File: config.mk
export PLATFORM = sky130hd
export DESIGN_NAME = map_write_scheduler_flat
export DESIGN_NICKNAME = d
export VERILOG_FILES = /design/src/rtl/map_write_scheduler_if.sv /design/src/rtl/map_write_scheduler.sv /design/src/flat_wrapper.sv
export SDC_FILE = /design/constraint.sdc
export NUM_CORES = 1
export LEC_CHECK = 0
export BUFFER_PORTS_ARGS = -buffer_cell sky130_fd_sc_hd__buf_2
export CAP_MARGIN = 20
export CELL_PAD_IN_SITES_DETAIL_PLACEMENT = 0
export CELL_PAD_IN_SITES_GLOBAL_PLACEMENT = 1
export CORE_MARGIN = 2
export CORE_UTILIZATION = 35
export DETAILED_ROUTE_END_ITERATION = 8
export GPL_TIMING_DRIVEN = 0
export PLACE_DENSITY_LB_ADDON = 0.1
export SYNTH_ARGS = -nofsm -noshare
export SYNTH_HDL_FRONTEND = slang
export SYNTH_SLANG_ARGS = --single-unit
File: constraint.sdc
create_clock -name i_Clk -period 2.25 [get_ports i_Clk]
set_clock_uncertainty 0.2 [all_clocks]
set_input_delay 0.225 -clock i_Clk [delete_from_list [all_inputs] [get_ports i_Clk]]
set_output_delay 0.225 -clock i_Clk [all_outputs]
set_load 0.01 [all_outputs]
File: src/rtl/map_write_scheduler_if.sv
// Map write scheduler bus: requester A/B handshakes, map RAM port and status.
// The o_Frame_Writes counter output exists only when MAP_WRITE_COUNT_EN is defined.
interface map_write_scheduler_if #(
  parameter int unsigned MAP_COLS = 20
);
  logic                i_VBlank;
  logic                i_Frame_Start;
  logic                i_A_Req;
  logic [4:0]          i_A_X;
  logic [3:0]          i_A_Y;
  logic                i_A_Tile;
  logic                i_B_Req;
  logic [3:0]          i_B_Row;
  logic [MAP_COLS-1:0] i_B_Data;
  logic                o_A_Ack;
  logic                o_B_Ack;
  logic                o_Err;
  logic                o_Rd_En;
  logic [3:0]          o_Rd_Row;
  logic [MAP_COLS-1:0] i_Rd_Data;
  logic                o_Wr_En;
  logic [3:0]          o_Wr_Row;
  logic [MAP_COLS-1:0] o_Wr_Data;
  logic                o_Busy;
`ifdef MAP_WRITE_COUNT_EN
  logic [7:0]          o_Frame_Writes;
`endif

  // Scheduler side
  modport slave (
    input  i_VBlank, i_Frame_Start,
    input  i_A_Req, i_A_X, i_A_Y, i_A_Tile,
    input  i_B_Req, i_B_Row, i_B_Data,
    input  i_Rd_Data,
    output o_A_Ack, o_B_Ack, o_Err,
    output o_Rd_En, o_Rd_Row,
    output o_Wr_En, o_Wr_Row, o_Wr_Data,
`ifdef MAP_WRITE_COUNT_EN
    output o_Frame_Writes,
`endif
    output o_Busy
  );

  // Requester / map RAM side
  modport master (
    output i_VBlank, i_Frame_Start,
    output i_A_Req, i_A_X, i_A_Y, i_A_Tile,
    output i_B_Req, i_B_Row, i_B_Data,
    output i_Rd_Data,
    input  o_A_Ack, o_B_Ack, o_Err,
    input  o_Rd_En, o_Rd_Row,
    input  o_Wr_En, o_Wr_Row, o_Wr_Data,
`ifdef MAP_WRITE_COUNT_EN
    input  o_Frame_Writes,
`endif
    input  o_Busy
  );
endinterface

File: src/rtl/map_write_scheduler.sv
// Tile-map write scheduler: arbitrates a single-tile read-modify-write requester (A)
// and a full-row writer (B) round-robin, issuing map writes only from vertical blank.
// Optional MAP_WRITE_COUNT_EN adds a per-frame committed-write counter (o_Frame_Writes).
module map_write_scheduler #(
  parameter int unsigned MAP_COLS = 20,
  parameter int unsigned MAP_ROWS = 15
) (
  input logic                  i_Clk,
  input logic                  i_Reset,
  map_write_scheduler_if.slave bus
);

  typedef enum logic [1:0] {StIdle, StRead, StMerge, StWrite} state_e;

  state_e              state_q;
  logic                last_a_q;  // last grant went to A; reset to B so A wins first tie
  logic [4:0]          a_x_q;
  logic                a_tile_q;
  logic                a_ack_q;
  logic                b_ack_q;
  logic                err_q;
  logic                rd_en_q;
  logic [3:0]          rd_row_q;
  logic                wr_en_q;
  logic [3:0]          wr_row_q;
  logic [MAP_COLS-1:0] wr_data_q;

  logic                pick_a;
  logic                any_req;
  logic                a_bad;
  logic                b_bad;
  logic [MAP_COLS-1:0] merged;

  // Arbitration and range checks on the live request inputs
  always_comb begin
    any_req = bus.i_A_Req | bus.i_B_Req;
    pick_a  = bus.i_A_Req & (~bus.i_B_Req | ~last_a_q);
    a_bad   = (32'(bus.i_A_X) >= MAP_COLS) | (32'(bus.i_A_Y) >= MAP_ROWS);
    b_bad   = 32'(bus.i_B_Row) >= MAP_ROWS;
  end

  // Read data with the latched column replaced by the latched tile (bit 0 = leftmost)
  always_comb begin
    merged = bus.i_Rd_Data;
    for (int i = 0; i < MAP_COLS; i++) begin
      if (a_x_q == 5'(i)) begin
        merged[i] = a_tile_q;
      end
    end
  end

  // FSM with registered outputs; pulses default low and are set on state entry
  always_ff @(posedge i_Clk) begin
    if (i_Reset) begin
      state_q   <= StIdle;
      last_a_q  <= 1'b0;
      a_x_q     <= '0;
      a_tile_q  <= 1'b0;
      a_ack_q   <= 1'b0;
      b_ack_q   <= 1'b0;
      err_q     <= 1'b0;
      rd_en_q   <= 1'b0;
      rd_row_q  <= '0;
      wr_en_q   <= 1'b0;
      wr_row_q  <= '0;
      wr_data_q <= '0;
    end else begin
      a_ack_q <= 1'b0;
      b_ack_q <= 1'b0;
      err_q   <= 1'b0;
      rd_en_q <= 1'b0;
      wr_en_q <= 1'b0;
      unique case (state_q)
        StIdle: begin
          if (bus.i_VBlank && any_req) begin
            last_a_q <= pick_a;
            if (pick_a) begin
              if (a_bad) begin
                // Out of range: ack with error, skip the map entirely
                a_ack_q <= 1'b1;
                err_q   <= 1'b1;
                state_q <= StWrite;
              end else begin
                a_x_q    <= bus.i_A_X;
                a_tile_q <= bus.i_A_Tile;
                rd_row_q <= bus.i_A_Y;
                rd_en_q  <= 1'b1;
                state_q  <= StRead;
              end
            end else begin
              b_ack_q <= 1'b1;
              if (b_bad) begin
                err_q <= 1'b1;
              end else begin
                wr_row_q  <= bus.i_B_Row;
                wr_data_q <= bus.i_B_Data;
                wr_en_q   <= 1'b1;
              end
              state_q <= StWrite;
            end
          end
        end
        StRead: begin
          // Map RAM returns the row during MERGE
          state_q <= StMerge;
        end
        StMerge: begin
          wr_data_q <= merged;
          wr_row_q  <= rd_row_q;
          wr_en_q   <= 1'b1;
          a_ack_q   <= 1'b1;
          state_q   <= StWrite;
        end
        StWrite: begin
          state_q <= StIdle;
        end
        default: state_q <= StIdle;
      endcase
    end
  end

`ifdef MAP_WRITE_COUNT_EN
  logic [7:0] frame_writes_q;

  // Committed writes since the last frame start, saturating at 255
  always_ff @(posedge i_Clk) begin
    if (i_Reset) begin
      frame_writes_q <= '0;
    end else if (bus.i_Frame_Start) begin
      frame_writes_q <= wr_en_q ? 8'd1 : 8'd0;
    end else if (wr_en_q && (frame_writes_q != 8'hFF)) begin
      frame_writes_q <= frame_writes_q + 8'd1;
    end
  end

  assign bus.o_Frame_Writes = frame_writes_q;
`else
  logic unused_frame_start;
  assign unused_frame_start = bus.i_Frame_Start;
`endif

  assign bus.o_A_Ack   = a_ack_q;
  assign bus.o_B_Ack   = b_ack_q;
  assign bus.o_Err     = err_q;
  assign bus.o_Rd_En   = rd_en_q;
  assign bus.o_Rd_Row  = rd_row_q;
  assign bus.o_Wr_En   = wr_en_q;
  assign bus.o_Wr_Row  = wr_row_q;
  assign bus.o_Wr_Data = wr_data_q;
  assign bus.o_Busy    = (state_q != StIdle);

endmodule

File: src/flat_wrapper.sv
// flat-port wrapper written by rule: the top's interface ports become plain ports
module map_write_scheduler_flat 
#(
  parameter int unsigned MAP_COLS = 20,
  parameter int unsigned MAP_ROWS = 15
)
  (i_Clk, i_Reset, bus_i_VBlank, bus_i_Frame_Start, bus_i_A_Req, bus_i_A_X, bus_i_A_Y, bus_i_A_Tile, bus_i_B_Req, bus_i_B_Row, bus_i_B_Data, bus_i_Rd_Data, bus_o_A_Ack, bus_o_B_Ack, bus_o_Err, bus_o_Rd_En, bus_o_Rd_Row, bus_o_Wr_En, bus_o_Wr_Row, bus_o_Wr_Data, bus_o_Busy);
  map_write_scheduler_if #(.MAP_COLS(MAP_COLS)) bus_i ();
  input logic i_Clk;
  input logic i_Reset;
  input wire logic [$bits(bus_i.i_VBlank)-1:0] bus_i_VBlank;
  input wire logic [$bits(bus_i.i_Frame_Start)-1:0] bus_i_Frame_Start;
  input wire logic [$bits(bus_i.i_A_Req)-1:0] bus_i_A_Req;
  input wire logic [$bits(bus_i.i_A_X)-1:0] bus_i_A_X;
  input wire logic [$bits(bus_i.i_A_Y)-1:0] bus_i_A_Y;
  input wire logic [$bits(bus_i.i_A_Tile)-1:0] bus_i_A_Tile;
  input wire logic [$bits(bus_i.i_B_Req)-1:0] bus_i_B_Req;
  input wire logic [$bits(bus_i.i_B_Row)-1:0] bus_i_B_Row;
  input wire logic [$bits(bus_i.i_B_Data)-1:0] bus_i_B_Data;
  input wire logic [$bits(bus_i.i_Rd_Data)-1:0] bus_i_Rd_Data;
  output wire logic [$bits(bus_i.o_A_Ack)-1:0] bus_o_A_Ack;
  output wire logic [$bits(bus_i.o_B_Ack)-1:0] bus_o_B_Ack;
  output wire logic [$bits(bus_i.o_Err)-1:0] bus_o_Err;
  output wire logic [$bits(bus_i.o_Rd_En)-1:0] bus_o_Rd_En;
  output wire logic [$bits(bus_i.o_Rd_Row)-1:0] bus_o_Rd_Row;
  output wire logic [$bits(bus_i.o_Wr_En)-1:0] bus_o_Wr_En;
  output wire logic [$bits(bus_i.o_Wr_Row)-1:0] bus_o_Wr_Row;
  output wire logic [$bits(bus_i.o_Wr_Data)-1:0] bus_o_Wr_Data;
  output wire logic [$bits(bus_i.o_Busy)-1:0] bus_o_Busy;
  assign bus_i.i_VBlank = bus_i_VBlank;
  assign bus_i.i_Frame_Start = bus_i_Frame_Start;
  assign bus_i.i_A_Req = bus_i_A_Req;
  assign bus_i.i_A_X = bus_i_A_X;
  assign bus_i.i_A_Y = bus_i_A_Y;
  assign bus_i.i_A_Tile = bus_i_A_Tile;
  assign bus_i.i_B_Req = bus_i_B_Req;
  assign bus_i.i_B_Row = bus_i_B_Row;
  assign bus_i.i_B_Data = bus_i_B_Data;
  assign bus_i.i_Rd_Data = bus_i_Rd_Data;
  assign bus_o_A_Ack = bus_i.o_A_Ack;
  assign bus_o_B_Ack = bus_i.o_B_Ack;
  assign bus_o_Err = bus_i.o_Err;
  assign bus_o_Rd_En = bus_i.o_Rd_En;
  assign bus_o_Rd_Row = bus_i.o_Rd_Row;
  assign bus_o_Wr_En = bus_i.o_Wr_En;
  assign bus_o_Wr_Row = bus_i.o_Wr_Row;
  assign bus_o_Wr_Data = bus_i.o_Wr_Data;
  assign bus_o_Busy = bus_i.o_Busy;
  map_write_scheduler #(.MAP_COLS(MAP_COLS), .MAP_ROWS(MAP_ROWS)) u_core (.i_Clk(i_Clk), .i_Reset(i_Reset), .bus(bus_i));
endmodule
# Yosys cells after proc, flatten, opt, wreduce, memory -nomap -nowiden
# Cells that the tools add are included.
# classes
order_cmp,3
n_eq_ne,25
mux,44
bitwise,10
n_reduce_logical,10
# ops
op,count
20-bit two-way mux,3
5-bit by 4-bit == test with 1-bit output (second input constant),8
20-bit one-hot mux with 2 select lines,1
1-bit two-way mux,30
5-bit by 3-bit == test with 1-bit output (second input constant),4
5-bit == test (second input constant),4
4-bit two-way mux,3
5-bit by 2-bit == test with 1-bit output (second input constant),2
4-bit >= comparator (second input constant),2
2-bit one-hot mux with 4 select lines,1
4-bit one-hot mux with 2 select lines,1
4-bit AND reduction,2
2-bit two-way mux,3
1-bit inverter,6
5-bit by 1-bit == test with 1-bit output (second input constant),1
5-bit >= comparator (second input constant),1
5-bit zero test,1
2-bit == test (second input constant),2
2-bit inequality test (second input constant),2
1-bit one-hot mux with 2 select lines,2
2-bit nonzero test,2
4-bit OR reduction,1
1-bit bitwise OR,3
3-bit OR reduction,1
6 further kinds,6
# word_totals
reg_bits,42
out_inout_bits,34
wordCells,104

# Longest topological paths before layout
# Gate-level depths: netlist of the first run.
# depth
word_depth,6
depth_mapped,9
mapped_depth_nobuf,6

# Worst setup path before layout of the first run
# Ideal clock, no wire load.
# synth_path
path_type,register -> register
startpoint,reg u_core.state_q[0]
endpoint,"reg u_core.wr_data_q[10], in the netlist u_core.bus.o_Wr_Data[10]"
setup_time_ps,117
arrival_ps,1614
path_slack_ps,318
path_stages_with_launch,9
path_cell_list,dfxtp_1 inv_1 ha_1 buf_2 o211ai_2 o32ai_4 nor2_2 buf_6 a32o_1
# synth_between
elab_chain_cells,3
# synth_lines
element,line,text
"start, declared",map_write_scheduler.sv:15,state_e state_q;
"start signal, assigned",map_write_scheduler.sv:55,state_q <= StIdle;
"start signal, assigned",map_write_scheduler.sv:82,state_q <= StWrite;
"start signal, assigned",map_write_scheduler.sv:88,state_q <= StRead;
2-bit zero test or 2-bit == test (tied branches),map_write_scheduler.sv:73,unique case (state_q)
"2-bit inequality test (no source line), or another cell as far along",-,
4-bit AND reduction (no source line),-,
"end signal, assigned",map_write_scheduler.sv:96,wr_data_q <= bus.i_B_Data;
"end signal, assigned",map_write_scheduler.sv:108,wr_data_q <= merged;
"end, declared",map_write_scheduler.sv:26,logic [MAP_COLS-1:0] wr_data_q;
# Parallel ways exist; a longest one is shown, timed or not.
# A chain may end at the register's enable or synchronous reset.

# Worst setup path in the final report of the first run
# Ends and elaborated chain as after synthesis.

==> reports/qor.txt, run 1 <==
Final period util: 92.8%
Fmax achieved: 479 MHz
Reg2reg setup slack: 0.16 ns
Via-per-instance ratio: 5.13
Area leader, netlist: dfxtp_1
Final RePlAce weighted congestion: 0.811
Post-synth cell types: 45
Total GRT Usage: 18.6%
Vias in the first global route: 2267
Placed insts: 422
Layout Nets: 425
Clk pwr share: 24.7%
Top_reg_cell synth: dfxtp_1
# diodes: 0
# setup viols final: 0
DP Area: 0.00282 mm²
Final wirelength: 6500 µm
Clock Pin Slew Worst Setup and Hold Paths: 0.08 ns
DR WL/cell: 14.7 µm
Power Density: 975 mW/mm²
Hold path start: bus_i_B_Data[19]
Clock tree buffer depth: 2
Reg2Reg Depth: 9
Layout cell share with drive strength beyond 1: 36.5%
P_int: 1.93 mW
FILL cells: 664
Area of the core: 0.00631 mm²
Fin cells: 441
Row count: 29
First-pass DRT Iterations: 4
WP buf/inv: 4
Reg power frac: 32.9%
RSZ-0062 raised after global routing: false
Hold Path Depth: 3
Vias post-DR: 2261
Crit-path cells: inv_1, ha_1, buf_2, o211ai_4, o32a_1, buf_6, nor2_8, buf_8, a32o_1
Final Hold Vio Count: 0
Initial antenna violation count: 0
Max-slew headroom: 59.5%
Post-layout util: 48.8%
Max-cap violations: 0
Delay-heaviest family, CP: buffers and inverters
Comb power frac: 42.5%
Worst Hold Path EP: u_core.bus.o_Wr_Data[19]
DRC Markers: 0
Overflow after GRT: 0
Setup crit end kind: register
Slew Limit Fails: 0
Post-Syn Area: 0.00226 mm²
Worst r2r src: u_core.state_q[0]
Pin count of the biggest net entering global routing: 14
Area contributors post-synth: dfxtp_1 37%, mux2i_1 7.5%, a32o_1 5.3%
First-pass GRT wire length: 10800 µm
DR iter-0 viols: 78
Required @ worst endpoint: 2.29 ns
Clock insertion delay at the later pin of the skew report: 0.30 ns
Critical Path Start Type: register
Minimum clock period: 2.09 ns
Port buffer count: 92
Actual slew at the worst max-slew pin: 0.608 ns
Chip height: 84.4 µm
Synth top area share: 37.2%
Synth Instances: 253
Total CTS buffers: 5
Synth async-reset ratio: 0%
Worst VDD drop: 0.000401 V
Worst min path class: in2reg
Setup slack after layout: 0.162 ns
Finished layout cell area: 0.00308 mm²
Warnings from Yosys: 0
CTS root buf: clkbuf_8
Post-synth EDFFs: 0
CP max stage delay: 0.32 ns
IO Pins: 94
H-tree levels: 2
Starting density of the core: 35.8%
Dpl hpwl: 4970 µm
Syn nets: 315
Syn avg cell area: 8.94 µm²
Run status: completed
Crit path DAT: 2.13 ns
CTS tree: yes
Crit-path max FO: 10
R2r endpoint: u_core.bus.o_Wr_Data[10]
LEAKAGE: 1.41 nW
Critical path type: reg2reg
CP max-delay cell: dfxtp_1
Die area: 0.00712 mm²
NetSw: 1.07 mW
Yosys reg bits: 42
Sequential area share after synthesis: 37.2%
Width of the die: 84.4 µm
Total clock sinks: 42
Pre-CTS setup slack: 0.0691 ns
Layout area overhead: 36.1%
Net Sw Frac: 35.7%
Antenna-violating nets left: 0
Setup TNS Final: 0 ns
final cells by class:
type | count | area [µm²] | area share (%)
Multi-Input combinational cell | 186 | 1300 | 42.4
Sequential cell | 42 | 841 | 27.3
Timing Repair Buffer | 103 | 568 | 18.5
Buffer | 21 | 111 | 3.62
Tap cell | 77 | 96.3 | 3.13
Clock buffer | 6 | 82.6 | 2.68
Clock inverter | 2 | 60.1 | 1.95
Inverter | 4 | 15.0 | 0.488
timing repair:
action	in CTS	in global routing
setup endpoints to repair	0	11
hold endpoints to repair	10	0
hold buffers	10	0
setup buffers	0	1
gates resized for setup	0	1
worst max-delay path by stage:
stage	start	to	slack, ns	cells after the start
2_1_floorplan	u_core.state_q[0]	u_core.bus.o_Wr_Data[10]	0.32	8
3_5_place_dp	u_core.state_q[0]	u_core.bus.o_Wr_Data[8]	0.07	8
3_3_place_gp	u_core.state_q[0]	u_core.bus.o_Wr_Data[8]	0.04	8
4_1_cts	u_core.state_q[0]	u_core.bus.o_Wr_Data[11]	0.04	8
6_report	u_core.state_q[0]	u_core.bus.o_Wr_Data[10]	0.16	9
5_1_grt	u_core.state_q[1]	u_core.bus.o_Wr_Data[10]	0.002	9
routing by layer:
metal	share of wire (%)	vias to the layer above	GRT usage [%]
met1	45	1029	22.7
met3	5.6	4	4.13
li1	-	1158	-
met4	0.63	0	4.04
met2	49	70	33.6
met5	0	-	0
power groups by stage:
stage | sequential, mW | combinational [mW] | clock (mW)
after floorplan | 1.07 | 0.788 | 0
after CTS | 0.988 | 1.27 | 0.760
final | 0.986 | 1.27 | 0.741
after global routing | 1.01 | 1.42 | 0.790
after global placement | 1.00 | 1.25 | 0
after detailed placement | 1.00 | 1.25 | 0
kinds of logic after synthesis:
| group | share of synthesized area [%] |
|---|---|
| multiplexers | 7.52 |
| AND/OR/NAND/NOR | 26.5 |
| buffers and inverters | 5.59 |
| adder cells (fa/ha/maj) | 1.11 |
| flip-flops | 37.2 |
| AO/OA/AOI/OAI | 22.1 |
tightest hold or removal path, delay by kind of cell:
family                 cells  cell delay, ns
AOI/OAI and AO/OA          1            0.07
buffers and inverters      1            0.09
and+or+nand+nor            1            0.10
cells in the mapped netlist (2+ instances only):
cell / count
nand2_1: 6
buf_1: 2
clkbuf_1: 11
nor2_1: 28
ha_1: 2
a211oi_1: 5
nand4_1: 7
mux2i_1: 17
o41ai_2: 4
nor3_1: 4
nor3b_1: 2
a22o_1: 4
dfxtp_1: 42
nand3_1: 24
a21oi_1: 3
nand2b_1: 6
nor2b_1: 3
or3b_2: 2
or2_2: 12
a31oi_1: 5
buf_6: 2
nand3b_1: 5
o21ai_0: 17
inv_1: 4
a32o_1: 12
buf_2: 5
cells in the final DEF, fill, tap and decap left out, drive strengths merged, types with 5 or more instances in the layout:
cell type	instances
a211oi	5
nor2	30
nand3	24
dfxtp	42
a31oi	5
nand2b	6
clkbuf	17
or2	13
a32o	12
nand3b	5
dlygate4sd3	10
nand4	7
o21ai	17
mux2i	17
buf	103
nand2	6
metrics by stage:
| step | hold slack, ns | power (mW) |
|---|---|---|
| after floorplan | 0.169 | 1.85 |
| after global placement | 0.242 | 2.25 |
| after detailed placement | 0.252 | 2.26 |
| after CTS | 0.0281 | 3.02 |
| after global routing | 0.0381 | 3.22 |
| final | 0.0336 | 3.00 |
flip-flops by register name, summed over array words and instances (netlist names):
register	count
u_core.bus.o_Wr_Row	4
u_core.bus.o_Err	1
u_core.a_tile_q	1
u_core.bus.o_Rd_En	1
u_core.bus.o_B_Ack	1
u_core.state_q	2
u_core.a_x_q	5
u_core.bus.o_Rd_Row	4
u_core.last_a_q	1
u_core.bus.o_Wr_Data	20
u_core.bus.o_A_Ack	1
u_core.bus.o_Wr_En	1
(Power assumes the default switching activity.)
==> run 2: changes to the inputs <==
--- a/config.mk
+++ b/config.mk
@@ -5,12 +5,13 @@
 export SDC_FILE = /design/constraint.sdc
 export NUM_CORES = 1
 export LEC_CHECK = 0
+export ABC_AREA = 1
 export BUFFER_PORTS_ARGS = -buffer_cell sky130_fd_sc_hd__buf_2
 export CAP_MARGIN = 20
 export CELL_PAD_IN_SITES_DETAIL_PLACEMENT = 0
 export CELL_PAD_IN_SITES_GLOBAL_PLACEMENT = 1
 export CORE_MARGIN = 2
-export CORE_UTILIZATION = 35
+export CORE_UTILIZATION = 33
 export DETAILED_ROUTE_END_ITERATION = 8
 export GPL_TIMING_DRIVEN = 0
 export PLACE_DENSITY_LB_ADDON = 0.1
==> run 2 against run 1 <==
  * Critical path depth rose by 1
  * Count of clock-buffer cells in the layout fell by 1
  * Sequential power rose by 6%
  * Largest power group unchanged
  * Register-to-register slack improved by 0.10 ns
  * Critical path type unchanged
==> reports/qor.txt, run 2 <==
First-pass GRT wire length: 12000 µm (was 10800 µm)
Worst min path class: in2reg (unchanged)
Post-synth EDFFs: 0 (unchanged)
Fmax achieved: 503 MHz (was 479 MHz)
Clock Pin Slew Worst Setup and Hold Paths: 0.09 ns (was 0.08 ns)
Crit-path max FO: 10 (unchanged)
Antenna-violating nets left: 0 (unchanged)
Post-synth cell types: 25 (was 45)
Warnings from Yosys: 0 (unchanged)
Crit path DAT: 1.99 ns (was 2.13 ns)
Crit-path cells: inv_1, ha_1, inv_2, nor3_4, nand2_4, nand2_4, buf_8, nand2_1, nor2_1, nor2_1 (was inv_1, ha_1, buf_2, o211ai_4, o32a_1, buf_6, nor2_8, buf_8, a32o_1)
Max reg flops: 20 (unchanged)
Synth Instances: 420 (was 253)
Delay-heaviest family, CP: simple AND/OR/NAND/NOR gates (was buffers and inverters)
Area contributors post-synth: dfxtp_1 33%, nand2_1 21%, nor2_1 16% (was dfxtp_1 37%, mux2i_1 7.5%, a32o_1 5.3%)
Most frequent cell after synthesis: nand2_1 (was dfxtp_1)
Slew Limit Fails: 0 (unchanged)
Required @ worst endpoint: 2.25 ns (was 2.29 ns)
LEAKAGE: 1.75 nW (was 1.41 nW)
Die area: 0.00839 mm² (was 0.00712 mm²)
CP max stage delay: 0.32 ns (about the same)
Post-CTS Setup Inserts: 0 (unchanged)
Final RePlAce weighted congestion: 0.839 (was 0.811)
Yosys reg bits: 42 (unchanged)
Syn avg cell area: 6.03 µm² (was 8.94 µm²)
Vias in the first global route: 2491 (was 2267)
Synth async-reset ratio: 0% (unchanged)
H-tree levels: 2 (unchanged)
Final Hold Vio Count: 0 (unchanged)
Commonest cells after routing, fill and taps aside: 139 x nand2_1, 109 x nor2_1, 95 x buf_2 (was 97 x buf_2, 42 x dfxtp_1, 28 x nor2_1)
Via-per-instance ratio: 4.49 (was 5.13)
Final wirelength: 7600 µm (was 6500 µm)
Sequential area share after synthesis: 33.2% (was 37.2%)
Pin count of the biggest net entering global routing: 15 (was 14)
Reg2reg setup slack: 0.26 ns (was 0.16 ns)
Clock tree buffer depth: 2 (unchanged)
Total GRT Usage: 18.2% (was 18.6%)
First-pass DRT Iterations: 4 (unchanged)
Layout area overhead: 27.9% (was 36.1%)
Dpl hpwl: 5950 µm (was 4970 µm)
Top_reg_cell synth: dfxtp_1 (unchanged)
Max-slew headroom: 64.4% (was 59.5%)
Chip height: 91.6 µm (was 84.4 µm)
RSZ-0062 raised after global routing: false (unchanged)
Most frequent cells after synthesis: 139 x nand2_1, 109 x nor2_1, 42 x dfxtp_1 (was 42 x dfxtp_1, 28 x nor2_1, 24 x nand3_1)
Actual slew at the worst max-slew pin: 0.534 ns (was 0.608 ns)
DR WL/cell: 12.3 µm (was 14.7 µm)
Area of the core: 0.00733 mm² (was 0.00631 mm²)
DR iter-0 viols: 94 (was 78)
Clock insertion delay at the later pin of the skew report: 0.30 ns (about the same)
# setup viols final: 0 (unchanged)
Initial antenna violation count: 0 (unchanged)
Commonest non-fill, non-tap cell in the layout: nand2_1 (was buf_2)
Setup crit end kind: register (unchanged)
Layout Nets: 582 (was 425)
Run status: completed (unchanged)
Worst VDD drop: 0.000397 V (was 0.000401 V)
CTS tree: yes (unchanged)
Total clock sinks: 42 (unchanged)
IO Pins: 94 (unchanged)
Setup TNS Final: 0 ns (unchanged)
Width of the die: 91.6 µm (was 84.4 µm)
DRC Markers: 0 (unchanged)
Final Total Pwr: 3.29 mW (was 3.00 mW)
Starting density of the core: 34.5% (was 35.8%)
Power Density: 1020 mW/mm² (was 975 mW/mm²)
Syn nets: 482 (was 315)
CP max-delay cell: dfxtp_1 (unchanged)
Overflow after GRT: 0 (unchanged)
Port buffer count: 92 (unchanged)
Total CTS buffers: 5 (unchanged)
WP buf/inv: 3 (was 4)
Post-Syn Area: 0.00253 mm² (was 0.00226 mm²)
Minimum clock period: 1.99 ns (was 2.09 ns)
Critical path type: reg2reg (unchanged)
Max-cap violations: 0 (unchanged)
Synth top area share: 33.2% (was 37.2%)
Vias post-DR: 2782 (was 2261)
Final period util: 88.3% (was 92.8%)
Critical Path Start Type: register (unchanged)
# diodes: 0 (unchanged)
CTS root buf: clkbuf_8 (unchanged)
Area leader, netlist: dfxtp_1 (unchanged)
Row count: 31 (was 29)
Layout cell share with drive strength beyond 1: 23.2% (was 36.5%)
## run 2: cell types whose count changed in the layout (fill, tap and decap cells not counted), moves of 8 or more
cell           previous run  this run
nand2_1                   6       139
nor2_1                   28       109
inv_1                     4        30
nand3b_1                  5        24
mux2i_1                  17         0
o21ai_0                  17         4
a32o_1                   12         0
or2_2                    12         0
dlygate4sd3_1            10         1
a21oi_1                   3        11
clkbuf_1                 11         3
## run 2: worst register-to-register path, stage by stage (launching register included)
cell and delay, ns:
dfxtp_1 0.32, inv_1 0.08, ha_1 0.21, inv_2 0.09, nor3_4 0.32, nand2_4 0.15, nand2_4 0.13, buf_8 0.15
nand2_1 0.05, nor2_1 0.15, nor2_1 0.05
## run 2: through the flow
| step | util, % | setup slack, ns | instances | hold WS, ns | cell area, µm² |
|---|---|---|---|---|---|
| global route | 44.2 | 0.0101 | 620 | 0.0385 | 3240 |
| detailed placement | 42.5 | 0.258 | 611 | 0.265 | 3120 |
| floorplan | - | 0.532 | 420 | 0.0941 | 2530 |
| finish | 44.2 | 0.263 | 620 | 0.0244 | 3240 |
| CTS | 44.2 | 0.239 | 620 | 0.0239 | 3240 |
| global placement | 42.5 | 0.274 | 611 | 0.265 | 3120 |
## run 2: kinds of logic (layout without fill, tap and decap cells)
group / Yosys count / in the layout / share of synthesized area (%)
AND/OR/NAND/NOR: 305 / 305 / 51.6
buffers and inverters: 54 / 155 / 10.6
adder cells (fa/ha/maj): 2 / 2 / 0.988
AO/OA/AOI/OAI: 17 / 17 / 3.66
flip-flops: 42 / 42 / 33.2
## run 2: final cells by class
cell class | count | area, µm²
sequential | 42 | 841
buffer | 17 | 129
timing repair buffer | 93 | 470
clock inverter | 3 | 43.8
clock buffer | 5 | 68.8
multi-input combinational | 324 | 1420
fill | 828 | 4090
tap | 99 | 124
inverter | 37 | 139
## run 2: report_power, final
group	total (mW)	switching (mW)	internal, mW	leakage, nW
clock	0.610	0.278	0.333	0.0585
combinational	1.63	0.989	0.639	1.35
sequential	1.05	0.103	0.949	0.344
## run 2: metal layers
metal	vias to the layer above	GRT usage (%)	routed length, µm	part of all wire (%)
met2	81	29.2	3450	45
met5	-	0	0	0
met1	1191	24.0	3520	46
met4	0	5.81	133	1.8
met3	9	4.32	488	6.4
li1	1501	-	-	-
## run 2: final timing paths
check / startpoint / end / cells past startpoint
min: bus_i_A_Tile / u_core.a_tile_q / 5
max reg2reg: u_core.state_q[0] / u_core.bus.o_Wr_Data[6] / 10
max: u_core.state_q[0] / u_core.bus.o_Wr_Data[6] / 10
min reg2reg: u_core.last_a_q / u_core.last_a_q / 2
## run 2: what timing repair did
item                      CTS  global route
hold buffers                1             0
resized for setup           0             0
hold endpoints to repair    4             0
